==> config.mk <==
export PLATFORM = sky130hd
export DESIGN_NAME = tx_arbiter
export DESIGN_NICKNAME = d
export VERILOG_FILES = /design/src/rtl/tx_arbiter.sv
export SDC_FILE = /design/constraint.sdc
export NUM_CORES = 1
export LEC_CHECK = 0
export CAP_MARGIN = 20
export CORE_UTILIZATION = 35
export DETAILED_ROUTE_END_ITERATION = 12
export PLACE_DENSITY = 0.63
export SETUP_SLACK_MARGIN = 0.2
export SYNTH_ARGS = -nofsm -noshare
export SYNTH_HDL_FRONTEND = slang
export SYNTH_SLANG_ARGS = --single-unit
==> constraint.sdc <==
create_clock -name i_clk -period 4 [get_ports i_clk]
set_input_delay 0.4 -clock i_clk [delete_from_list [all_inputs] [get_ports i_clk]]
set_output_delay 0.4 -clock i_clk [all_outputs]
set_load 0.01 [all_outputs]
==> src/rtl/tx_arbiter.sv <==
// tx_arbiter: round-robin sharing of one UART transmitter among NUM_REQ byte sources.
// Each grant captures one byte, raises tx_send until the transmitter reports busy,
// and then holds the grant until tx_busy falls again.
// Optional feature: define TX_ARB_TIMEOUT_EN to abandon a SEND that never sees
// tx_busy within TIMEOUT_CYCLES clocks; this pulses o_tx_error.
module tx_arbiter #(
   parameter int NUM_REQ        = 4,
   parameter int TIMEOUT_CYCLES = 1000
) (
   input  logic                       i_clk,
   input  logic                       i_rst,
   input  logic [NUM_REQ-1:0]         i_req_valid,
   input  logic [8*NUM_REQ-1:0]       i_req_data,
   output logic [NUM_REQ-1:0]         o_req_ack,
   output logic                       o_tx_send,
   output logic [7:0]                 o_tx_din,
   input  logic                       i_tx_busy,
   output logic [$clog2(NUM_REQ)-1:0] o_grant_id,
   output logic                       o_arb_busy,
   output logic                       o_tx_error
);

   localparam int GW = $clog2(NUM_REQ);

   typedef enum logic [1:0] {
      S_IDLE = 2'd0,
      S_SEND = 2'd1,
      S_WAIT = 2'd2
   } state_t;

   state_t              r_state, w_state;
   logic [GW-1:0]       r_last, w_last;
   logic [GW-1:0]       r_grant_id, w_grant_id;
   logic [NUM_REQ-1:0]  r_req_ack, w_req_ack;
   logic                r_tx_send, w_tx_send;
   logic [7:0]          r_tx_din, w_tx_din;
   logic                r_arb_busy, w_arb_busy;

   logic                w_found;
   logic [GW-1:0]       w_pick;
   logic [7:0]          w_pick_data;

`ifdef TX_ARB_TIMEOUT_EN
   localparam int CW = $clog2(TIMEOUT_CYCLES + 1);
   logic [CW-1:0]       r_cnt, w_cnt;
   logic                r_tx_error, w_tx_error;
`else
   logic                w_unused_timeout;
   assign w_unused_timeout = (TIMEOUT_CYCLES > 0);
`endif

   // Round-robin search: first pending requester after the last served one.
   always_comb begin : rr_search
      logic [GW-1:0] v_idx;
      w_found     = 1'b0;
      w_pick      = '0;
      w_pick_data = 8'h00;
      v_idx       = '0;
      for (int off = 1; off <= NUM_REQ; off++) begin
         v_idx = GW'((int'(r_last) + off) % NUM_REQ);
         if (!w_found && i_req_valid[v_idx]) begin
            w_found     = 1'b1;
            w_pick      = v_idx;
            w_pick_data = i_req_data[{v_idx, 3'b000} +: 8];
         end else begin
            w_found = w_found;
         end
      end
   end

   // Next-state and next-output logic; every output is registered from these.
   always_comb begin
      w_state    = r_state;
      w_last     = r_last;
      w_grant_id = r_grant_id;
      w_req_ack  = '0;
      w_tx_send  = r_tx_send;
      w_tx_din   = r_tx_din;
`ifdef TX_ARB_TIMEOUT_EN
      w_cnt      = r_cnt;
      w_tx_error = 1'b0;
`endif
      case (r_state)
         S_IDLE: begin
            if (!i_tx_busy && w_found) begin
               w_tx_din          = w_pick_data;
               w_tx_send         = 1'b1;
               w_req_ack[w_pick] = 1'b1;
               w_grant_id        = w_pick;
               w_state           = S_SEND;
`ifdef TX_ARB_TIMEOUT_EN
               w_cnt             = '0;
`endif
            end else begin
               w_state = S_IDLE;
            end
         end
         S_SEND: begin
            if (i_tx_busy) begin
               w_tx_send = 1'b0;
               w_state   = S_WAIT;
`ifdef TX_ARB_TIMEOUT_EN
            end else if (r_cnt == CW'(TIMEOUT_CYCLES - 1)) begin
               // Transmitter never acknowledged: give up on this byte.
               w_tx_send  = 1'b0;
               w_tx_error = 1'b1;
               w_last     = r_grant_id;
               w_state    = S_IDLE;
            end else begin
               w_cnt = r_cnt + CW'(1);
`else
            end else begin
               w_state = S_SEND;
`endif
            end
         end
         S_WAIT: begin
            if (!i_tx_busy) begin
               w_last  = r_grant_id;
               w_state = S_IDLE;
            end else begin
               w_state = S_WAIT;
            end
         end
         default: begin
            w_state   = S_IDLE;
            w_tx_send = 1'b0;
         end
      endcase
      w_arb_busy = (w_state != S_IDLE);
   end

   // State and output registers; reset leaves requester 0 with top priority.
   always_ff @(posedge i_clk or posedge i_rst) begin
      if (i_rst) begin
         r_state    <= S_IDLE;
         r_last     <= GW'(NUM_REQ - 1);
         r_grant_id <= GW'(NUM_REQ - 1);
         r_req_ack  <= '0;
         r_tx_send  <= 1'b0;
         r_tx_din   <= 8'h00;
         r_arb_busy <= 1'b0;
`ifdef TX_ARB_TIMEOUT_EN
         r_cnt      <= '0;
         r_tx_error <= 1'b0;
`endif
      end else begin
         r_state    <= w_state;
         r_last     <= w_last;
         r_grant_id <= w_grant_id;
         r_req_ack  <= w_req_ack;
         r_tx_send  <= w_tx_send;
         r_tx_din   <= w_tx_din;
         r_arb_busy <= w_arb_busy;
`ifdef TX_ARB_TIMEOUT_EN
         r_cnt      <= w_cnt;
         r_tx_error <= w_tx_error;
`endif
      end
   end

   assign o_req_ack  = r_req_ack;
   assign o_tx_send  = r_tx_send;
   assign o_tx_din   = r_tx_din;
   assign o_grant_id = r_grant_id;
   assign o_arb_busy = r_arb_busy;
`ifdef TX_ARB_TIMEOUT_EN
   assign o_tx_error = r_tx_error;
`else
   assign o_tx_error = 1'b0;
`endif

endmodule

==> results by group, run 1 <==
Clock network
  • H-tree levels: 1
  • CTS tree: done
  • Number of buffers added for setup after CTS: 0
  • Cts bufs inserted: 3
  • CTS clk-pin slew, worst paths: 70 ps
  • Num Clock Sinks: 20
  • PostCTS Resize Cnt: 0
  • Worst-Skew Late Latency: 250 ps
  • Clock root cell: clkbuf_8
  • Cts hold-fix bufs: 0
  • Max Root-Sink Buffers: 2

Critical path
  • CP arrival: 2790 ps
  • Setup CP Type: flop to flop
  • CP Capture Type: flop
  • Required time of the worst setup path: 4130 ps
  • CP Max Fanout: 33
  • Reg2reg setup slack: 1350 ps
  • Type of origin of the critical path: flop

Timing
  • Worst Tran Pin Value: 818 ps
  • Max Clk Rate: 377 MHz
  • Final setup vio count: 0
  • Worst-case clock skew: 0.690 ps
  • Final setup margin: 1350 ps
  • Final Hold Viols: 0
  • Post-layout min period: 2650 ps
  • RSZ-0062 raised after global routing: false
  • Slew HR: 0.454
  • Slew Viols, Final: 0
  • Tcrit/Tclk final: 0.663
  • Setup_tns: 0 ps

Routing
  • WL/cell: 14.2 um
  • DRT Pass-1 Iters: 4
  • DR vias/cell: 5.49
  • WL final: 4600 um
  • Via count: 1784
  • Post-route ant nets: 0
  • DRT iter0 DRCs: 148
  • DRC errors left: 0

Place
  • Dpl hpwl: 3330 um
  • Place WS: 1270 ps
  • Routability cong.: 0.803
  • I/O Buffers: 54

Yosys
  • Cells after synthesis: 215
  • Syn_nets: 254
  • Top_reg_cell synth: dfrtp_1
  • Mapped Area: 1840 um2
  • Synth warn: 0
  • Post-synth EDFFs: 0
  • Ys async rst share: 1.00
  • Register bit total from synthesis: 20
  • Post-synth cell types: 40
  • Seq/Total Area, Yosys: 0.275
  • Syn_area_per_cell: 8.54 um2

Pwr
  • Worst VDD drop: 0.244 mV
  • Pwr per Cell Area: 591 nW/um2
  • Leakage power: 0.998 nW
  • Total power: 1.45 mW

Global route
  • First-pass GRT wire length: 7530 um
  • Initial antenna violation count: 0
  • Largest net degree at the start of global routing: 34
  • Vias in the first global route: 1525
  • Tot GR Track Use: 0.174
  • Gr ovfl total: 0

Cells and area
  • Fillers: 486
  • ANT cells: 0
  • Commonest non-fill, non-tap cell in the layout: clkdlybuf4s50_1
  • Post-layout util: 0.504
  • Ratio of cells with drive above 1 in the final layout: 0.116
  • Area Growth Syn to Fin: 33.9%
  • Multi-input gate area: 1200 um2
  • Highest-count cells in the layout ignoring fill and taps: clkdlybuf4s50_1, nand2_1, mux2i_1
  • NumNets Final: 298
  • Storage element area: 505 um2

Outcome
  • Status: complete, no violations

Floorplan
  • Core area: 4880 um2
  • Die H: 74.4 um
  • I/O pin count: 56
  • Die area: 5540 um2
  • FP Rows: 25
  • Initial Util: 0.376
  • Die width: 74.4 um

Worst hold path
  • HP Class: flop to flop

Job
  • Max_cap viols: 0
[power by group]
part           switching (mW)  internal, mW
sequential              0.118         0.290
combinational           0.411         0.434
clock                  0.0667         0.133
[worst paths after layout]
check                          start           to  depth (start not counted)
max reg2reg                r_last[1]  o_tx_din[0]                          6
min in group asynchronous      i_rst  o_tx_din[5]                          2
min reg2reg                o_tx_send    o_tx_send                          2
min                        o_tx_send    o_tx_send                          2
max                        r_last[1]  o_tx_din[0]                          6
max in group asynchronous      i_rst  o_tx_din[6]                          2
[kinds of logic after synthesis]
group / after synthesis / synth area share
mux: 35 / 0.204
xor+xnor: 1 / 0.00477
flops: 20 / 0.275
other cells: 1 / 0.00204
buf+inv: 26 / 0.0736
simple gates: 75 / 0.198
compound gates: 57 / 0.241
[layout make-up]
class                           count  share of cell area
Multi-Input combinational cell    169               0.489
Sequential cell                    20               0.206
Inverter                            7              0.0107
Timing Repair Buffer               58               0.232
Tap cell                           67              0.0341
Clock buffer                        3              0.0168
Clock inverter                      1              0.0122
[state kept, by name, indices dropped and copies added, names as in the netlist]
| register | cells |
|---|---|
| o_tx_send | 1 |
| r_state | 2 |
| r_last | 2 |
| o_req_ack | 4 |
| o_arb_busy | 1 |
| o_tx_din | 8 |
| o_grant_id | 2 |
[metal layers]
layer / share of wire / up-vias / wire [um] / global-route usage
li1: - / 889 / - / -
met4: 0.011 / 0 / 52 / 0.0398
met2: 0.43 / 58 / 1990 / 0.273
met3: 0.056 / 6 / 257 / 0.0203
met5: 0 / - / 0 / 0
met1: 0.50 / 831 / 2300 / 0.254
[through the flow]
step | cell area (um2) | hold slack [ps] | std cells
finish | 2460 | 488 | 325
global route | 2460 | 524 | 325
detailed placement | 2390 | 471 | 321
global placement | 2390 | 468 | 321
floorplan | 1840 | 361 | 215
CTS | 2460 | 489 | 325
[worst max-delay path: stages, from the launching register on]
cell and delay (ps):
dfstp_2 940, inv_1 570, a211oi_1 310, buf_4 210
a2111oi_0 70, o31ai_1 310, a31oi_1 120
[cells in the mapped netlist, types with 2 or more instances]
cell,number,area [um2]
buf_2,9,45.0
o211ai_1,9,67.6
mux2i_1,24,240
buf_4,3,22.5
o221ai_1,3,26.3
o31ai_1,9,67.6
a22oi_1,9,67.6
nand3b_1,2,15.0
nor4_1,2,12.5
a211oi_1,3,22.5
inv_1,7,26.3
nor3b_1,2,15.0
nor2_1,20,75.1
dfstp_2,4,105
nor2b_1,2,12.5
dfrtp_1,16,400
mux2_2,10,113
nand2b_1,2,12.5
o21ai_0,4,20.0
and3_1,8,50.1
clkbuf_1,5,18.8
buf_6,2,22.5
nand2_1,28,105
a31oi_1,8,50.1
a2111oi_0,8,70.1
or2_2,2,12.5
Note: power is estimated with default switching activity, not from simulation.
==> run 2, diff against run 1 <==
--- a/config.mk
+++ b/config.mk
@@ -8,7 +8,7 @@
 export CAP_MARGIN = 20
 export CORE_UTILIZATION = 35
 export DETAILED_ROUTE_END_ITERATION = 12
-export PLACE_DENSITY = 0.63
+export PLACE_DENSITY = 0.65
 export SETUP_SLACK_MARGIN = 0.2
 export SYNTH_ARGS = -nofsm -noshare
 export SYNTH_HDL_FRONTEND = slang
==> constraint.sdc (replaced) <==
create_clock -name i_clk -period 2.16 [get_ports i_clk]
set_input_delay 0.216 -clock i_clk [delete_from_list [all_inputs] [get_ports i_clk]]
set_output_delay 0.216 -clock i_clk [all_outputs]
set_load 0.01 [all_outputs]
==> run 2 against run 1 <==
Routed wire length increased by 16%. Utilization increased by 6.2 points. Worst hold slack got worse by 200 ps. Global-route usage increased by 1.2 points. Via count increased by 5.3%. Clock power increased by 86%. Sequential share of layout area decreased by 2.2 points. Clock skew increased by 0.54 ps. Fmax increased by 36%.
==> results by group, run 2 (synthesis results as in run 1) <==
Outcome
  • Status: complete, no violations (unchanged)

Critical path
  • CP Max Fanout: 8 (was 33)
  • Reg2reg setup slack: 210 ps (was 1350 ps)
  • Type of origin of the critical path: flop (unchanged)
  • Slowest stage delay, CP: 620 ps (was 940 ps)
  • Setup CP Type: flop to flop (unchanged)
  • CP top delay family: compound AO/OA/AOI/OAI gates (was flip-flops)
  • Crit-path cells: clkbuf_2, and3b_1, a211oi_1, buf_4, a2111oi_1, o31ai_2, a31oi_1 (was inv_1, a211oi_1, buf_4, a2111oi_0, o31ai_1, a31oi_1)
  • CP Capture Type: flop (unchanged)
  • Worst R2R Start: r_last[0] (was r_last[1])
  • Slowest-stage cell, CP: dfstp_2 (unchanged)
  • Reg-to-reg endpoint: o_tx_din[7] (was o_tx_din[0])
  • WP buf/inv: 2 (unchanged)
  • CP arrival: 2140 ps (was 2790 ps)
  • R2R depth: 7 (was 6)
  • Required time of the worst setup path: 2340 ps (was 4130 ps)

Clock network
  • CTS tree: done (unchanged)
  • CTS clk-pin slew, worst paths: 70 ps (about the same)
  • H-tree levels: 1 (unchanged)
  • Clock root cell: clkbuf_8 (unchanged)
  • Worst-Skew Late Latency: 260 ps (was 250 ps)
  • Num Clock Sinks: 20 (unchanged)
  • Max Root-Sink Buffers: 2 (unchanged)
  • Cts hold-fix bufs: 0 (unchanged)
  • Cts bufs inserted: 3 (unchanged)

Floorplan
  • I/O pin count: 56 (unchanged)
  • Initial Util: 0.376 (unchanged)
  • Die width: 74.4 um (unchanged)
  • FP Rows: 25 (unchanged)
  • Die area: 5540 um2 (unchanged)
  • Die H: 74.4 um (unchanged)
  • Core area: 4880 um2 (unchanged)

Cells and area
  • Fillers: 441 (was 486)
  • Final instance area: 2760 um2 (was 2460 um2)
  • Max reg flops: 8 (unchanged)
  • Ratio of cells with drive above 1 in the final layout: 0.233 (was 0.116)
  • Highest-count cells in the layout ignoring fill and taps: clkdlybuf4s50_1, nand2_1, mux2i_1, nor2_1, buf_4 (was clkdlybuf4s50_1, nand2_1, mux2i_1)
  • ANT cells: 0 (unchanged)
  • Commonest non-fill, non-tap cell in the layout: clkdlybuf4s50_1 (unchanged)
  • NumNets Final: 319 (was 298)
  • Area Growth Syn to Fin: 50.4% (was 33.9%)

Routing
  • DR vias/cell: 5.43 (was 5.49)
  • WL final: 5360 um (was 4600 um)
  • DRT Pass-1 Iters: 4 (unchanged)
  • DRC errors left: 0 (unchanged)
  • Via count: 1878 (was 1784)
  • Post-route ant nets: 0 (unchanged)
  • DRT iter0 DRCs: 171 (was 148)
  • WL/cell: 15.5 um (was 14.2 um)

Global route
  • Gr ovfl total: 0 (unchanged)
  • Met1 Track Usage GR: 0.276 (was 0.254)
  • First-pass GRT wire length: 7990 um (was 7530 um)
  • Vias in the first global route: 1602 (was 1525)
  • Layer with the highest usage: met2 (unchanged)
  • Met3 capacity usage during global routing: 0.0163 (was 0.0203)
  • Initial antenna violation count: 0 (unchanged)
  • Largest net degree at the start of global routing: 28 (was 34)
  • Tot GR Track Use: 0.186 (was 0.174)
  • Met2 usage: 0.297 (was 0.273)

Timing
  • Post-layout min period: 1950 ps (was 2650 ps)
  • Max Clk Rate: 512 MHz (was 377 MHz)
  • Slew Viols, Final: 0 (unchanged)
  • RSZ-0062 raised after global routing: true (was false)
  • Slew HR: 0.653 (was 0.454)
  • Worst-case clock skew: 1.23 ps (was 0.690 ps)
  • Tcrit/Tclk final: 0.905 (was 0.663)
  • Final setup margin: 205 ps (was 1350 ps)
  • Setup_tns: 0 ps (unchanged)
  • Final Hold Viols: 0 (unchanged)
  • Worst Tran Pin Value: 519 ps (was 818 ps)
  • Final setup vio count: 0 (unchanged)

Pwr
  • Leakage power: 1.13 nW (was 0.998 nW)
  • Pwr per Cell Area: 1160 nW/um2 (was 591 nW/um2)
  • Total power: 3.19 mW (was 1.45 mW)
  • Worst VDD drop: 0.469 mV (was 0.244 mV)

Place
  • Dpl hpwl: 3580 um (was 3330 um)
  • Dpl cell area: 2520 um2 (was 2390 um2)
  • I/O Buffers: 54 (unchanged)
  • Routability cong.: 0.794 (was 0.803)
  • Place WS: 23.3 ps (was 1270 ps)

Worst hold path
  • HP Class: primary input to async pin (was flop to flop)

Job
  • Max_cap viols: 0 (unchanged)
[run 2: worst max-delay path by stage]
stage,from,to,cells after the start
6_report,r_last[0],o_tx_din[7],7
5_1_grt,r_last[0],o_tx_din[7],7
4_1_cts,r_last[0],o_tx_din[4],6
3_5_place_dp,i_req_valid[3],o_tx_din[5],6
3_3_place_gp,i_req_valid[2],o_tx_din[3],7
2_1_floorplan,r_last[1],o_tx_din[0],7
[run 2: worst register-to-register path, delay by kind of cell (launching register included)]
kind / cells / cell delay, ps
and+or+nand+nor: 1 / 180
AOI/OAI and AO/OA: 4 / 720
buffers and inverters: 2 / 360
DFF: 1 / 620
[run 2: layout make-up]
cell class,count,area (um2),area share
multi-input cells,169,1300,0.470
repair buffers,79,776,0.281
flip-flops and latches,20,505,0.183
well taps,67,83.8,0.0304
clock buffers,3,41.3,0.0150
clock inverters,1,30.0,0.0109
inverters,7,26.3,0.00952
[run 2: repair_timing]
item,in CTS,in global routing
gates resized for setup,1,23
endpoints found under the setup margin,6,7
pin swaps,0,4
setup buffers,2,3
gates cloned,0,2
[run 2: power by group]
| group | leakage (nW) | internal (mW) | switching [mW] | total (mW) |
|---|---|---|---|---|
| clock | 0.0357 | 0.247 | 0.125 | 0.372 |
| sequential | 0.233 | 0.535 | 0.115 | 0.650 |
| combinational | 0.857 | 1.11 | 1.06 | 2.17 |
[run 2: routing by layer]
metal | up-vias | share of wire
li1 | 935 | -
met1 | 866 | 0.46
met2 | 68 | 0.47
met3 | 9 | 0.054
met4 | 0 | 0.0095
met5 | - | 0
[run 2: through the flow]
| step | utilization | hold WS, ps | std cells |
|---|---|---|---|
| final | 0.566 | 285 | 346 |
| after global routing | 0.566 | 332 | 346 |
| after global placement | 0.516 | 485 | 335 |
| after floorplan | - | 177 | 215 |
| after detailed placement | 0.516 | 473 | 335 |
| after CTS | 0.534 | 300 | 341 |
==> edit, RTL diff (settings of run 2) <==
Take the reset off `r_tx_din` and load it in a clocked block of its own.
--- a/src/rtl/tx_arbiter.sv
+++ b/src/rtl/tx_arbiter.sv
@@ -140,3 +140,2 @@
          r_tx_send  <= 1'b0;
-         r_tx_din   <= 8'h00;
          r_arb_busy <= 1'b0;
@@ -152,3 +151,2 @@
          r_tx_send  <= w_tx_send;
-         r_tx_din   <= w_tx_din;
          r_arb_busy <= w_arb_busy;
@@ -159,2 +157,6 @@
       end
+   end
+
+   always_ff @(posedge i_clk) begin
+      r_tx_din <= w_tx_din;
    end
Function: changed (Yosys sat finds a counterexample within 4 cycles, from zero or initial values and one cycle with i_rst high).
==> edit against run 2 <==
  * Setup slack better by 0.060 ns
  * Sequential cell count did not move
  * Design area is 2.4% lower
  * Via count fell by 12%
  * Power fell by 12%
  * Synthesized area grew 2.7%
  * Wire length down 12%
  * Count of clock-buffer cells in the layout rose by 1
  * Combinational power shrank 17%
==> edit: results (changes against run 2) <==
- Status: completed
- WP data arrival: 1.90 ns (-0.24 ns)
- Peak fanout along the critical path: 20 (+12)
- Overall Power: 2.79 mW (-12%)
- CTS Buf Count: 3 (unchanged)
- Worst-path clk slew: 0.08 ns
- R2R depth: 5 (-2)
- VDD IR max: 417 µV (-11%)
- Clock Path Buffers: 2 (unchanged)
- H-tree level count: 1 (unchanged)
- Area contributors post-synth: mux4_2 (19%), edfxtp_1 (13%), dfrtp_1 (11%)
- Synth warn: 0 (unchanged)
- Initial antenna violation count: 0 (unchanged)
- Worst Skew: 0.00333 ns (+0.00210 ns)
- Placed cell areas: 2580 µm² (+2.5%)
- Ys flop type: edfxtp_1
- Asr flop ratio synth: 0.600 (-0.400)
- Family with the most delay on the worst path: multiplexers
- Worst hold path class: in2async
- Leakage: 0.968 nW (-14%)
- # fillers: 501 (+14%)
- CP max stage delay: 0.59 ns (-0.03 ns)
- Largest register FFs: 8 (unchanged)
- Syn Nets: 201 (-21%)
- DR iter-0 viols: 103 (-40%)
- Post-synth EDFFs: 8 (+8)
- Largest net degree at the start of global routing: 28 (unchanged)
- DP HPWL: 3.52 mm (-1.4%)
- Post-Route WL: 4.69 mm (-12%)
- Clk Latency, worst-skew pair: 0.26 ns (about the same)
- Clock root buffer: clkbuf_8
- Drt first pass iters: 4 (unchanged)
- Routed vias: 1,651 (-12%)
- Worst path slowest cell: dfstp_2
- Routability cong.: 0.812 (+2.3%)
- R2R setup slack: 0.27 ns (+0.06 ns)
- Nets: 265 (-17%)
- Yosys cell types: 42 (+5.0%)
- Reg-to-Reg End: o_tx_din[6]$_DFFE_PP_
- I/O Buffers: 54 (unchanged)
- First-pass GRT wire length: 7.49 mm (-6.3%)
- Synth cell count leaders: mux2_1 (17), mux4_2 (16), o21ai_0 (11)
- Vias in the first global route: 1,566 (-2.2%)
- Rel. slew slack: 0.562 (-0.0914)
- R2R Path Start: r_last[0]$_DFFE_PP1P_
- GRT Resource Usage Total: 0.171 (-0.0146)
- Layout cell share with drive strength beyond 1: 0.262 (+0.0292)
- Register area share after synthesis: 0.289 (+0.0139)
- # diodes: 0 (unchanged)
edit: worst max path at each step:
stage	slack (ns)	end	depth (start not counted)	from
floorplan	0.24	o_tx_din[0]$_DFFE_PP_	4	r_last[1]$_DFFE_PP1P_
global placement	-0.02	o_tx_din[0]$_DFFE_PP_	5	i_req_valid[1]
detailed placement	-0.06	o_tx_din[0]$_DFFE_PP_	5	i_req_valid[1]
CTS	0.20	o_tx_din[0]$_DFFE_PP_	4	r_last[0]$_DFFE_PP1P_
global route	0.18	o_tx_din[6]$_DFFE_PP_	5	r_last[0]$_DFFE_PP1P_
finish	0.27	o_tx_din[6]$_DFFE_PP_	5	r_last[0]$_DFFE_PP1P_
edit: metrics by stage:
stage                     TNS [ns]  hold WS, ns  setup WS [ns]  utilization  std cells
after floorplan                  0       0.0778          0.243            -        162
after detailed placement    -0.342        0.490        -0.0584        0.502        289
final                            0        0.263          0.265        0.524        295
after global placement      -0.131        0.478        -0.0181        0.502        289
after CTS                        0        0.262          0.203        0.515        293
after global routing             0        0.310          0.180        0.524        295
edit: timing repair:
action / 4_1_cts / 5_1_grt
gates resized for setup: 0 / 2
setup buffers: 0 / 1
setup endpoints to repair: 0 / 8
hold endpoints to repair: 0 / 0
hold buffers: 0 / 0
edit: cell type report:
cell class	count	area (µm²)	area share
Inverter	4	15.0	0.00557
Timing Repair Buffer	71	723	0.268
Tap cell	70	87.6	0.0325
Clock buffer	4	66.3	0.0246
Sequential cell	20	546	0.203
Multi-Input combinational cell	126	1260	0.466
edit: logic make-up (layout without fill, tap and decap cells):
group                     count (synthesis)  after routing  synth area share
muxes                                    43             43             0.360
and+or+nand+nor                          41             41             0.127
AOI/OAI and AO/OA                        40             40             0.164
buffers and inverters                    16             79            0.0524
DFF                                      20             20             0.289
xor gates and xnor gates                  1              1           0.00465
other                                     1              1           0.00199
edit: routing by layer:
metal	GRT usage	up-vias	wire length (µm)
met5	0	-	0
met4	0.0412	0	24
met3	0.0146	2	185
met2	0.292	46	2340
met1	0.237	819	2140
li1	-	784	-
edit: where the power goes:
group	internal, mW	total (mW)	switching, mW	leakage [nW]
registers	0.575	0.654	0.0791	0.221
logic	1.01	1.81	0.805	0.714
clock network	0.201	0.327	0.127	0.0339
total	1.78	2.79	1.01	0.968
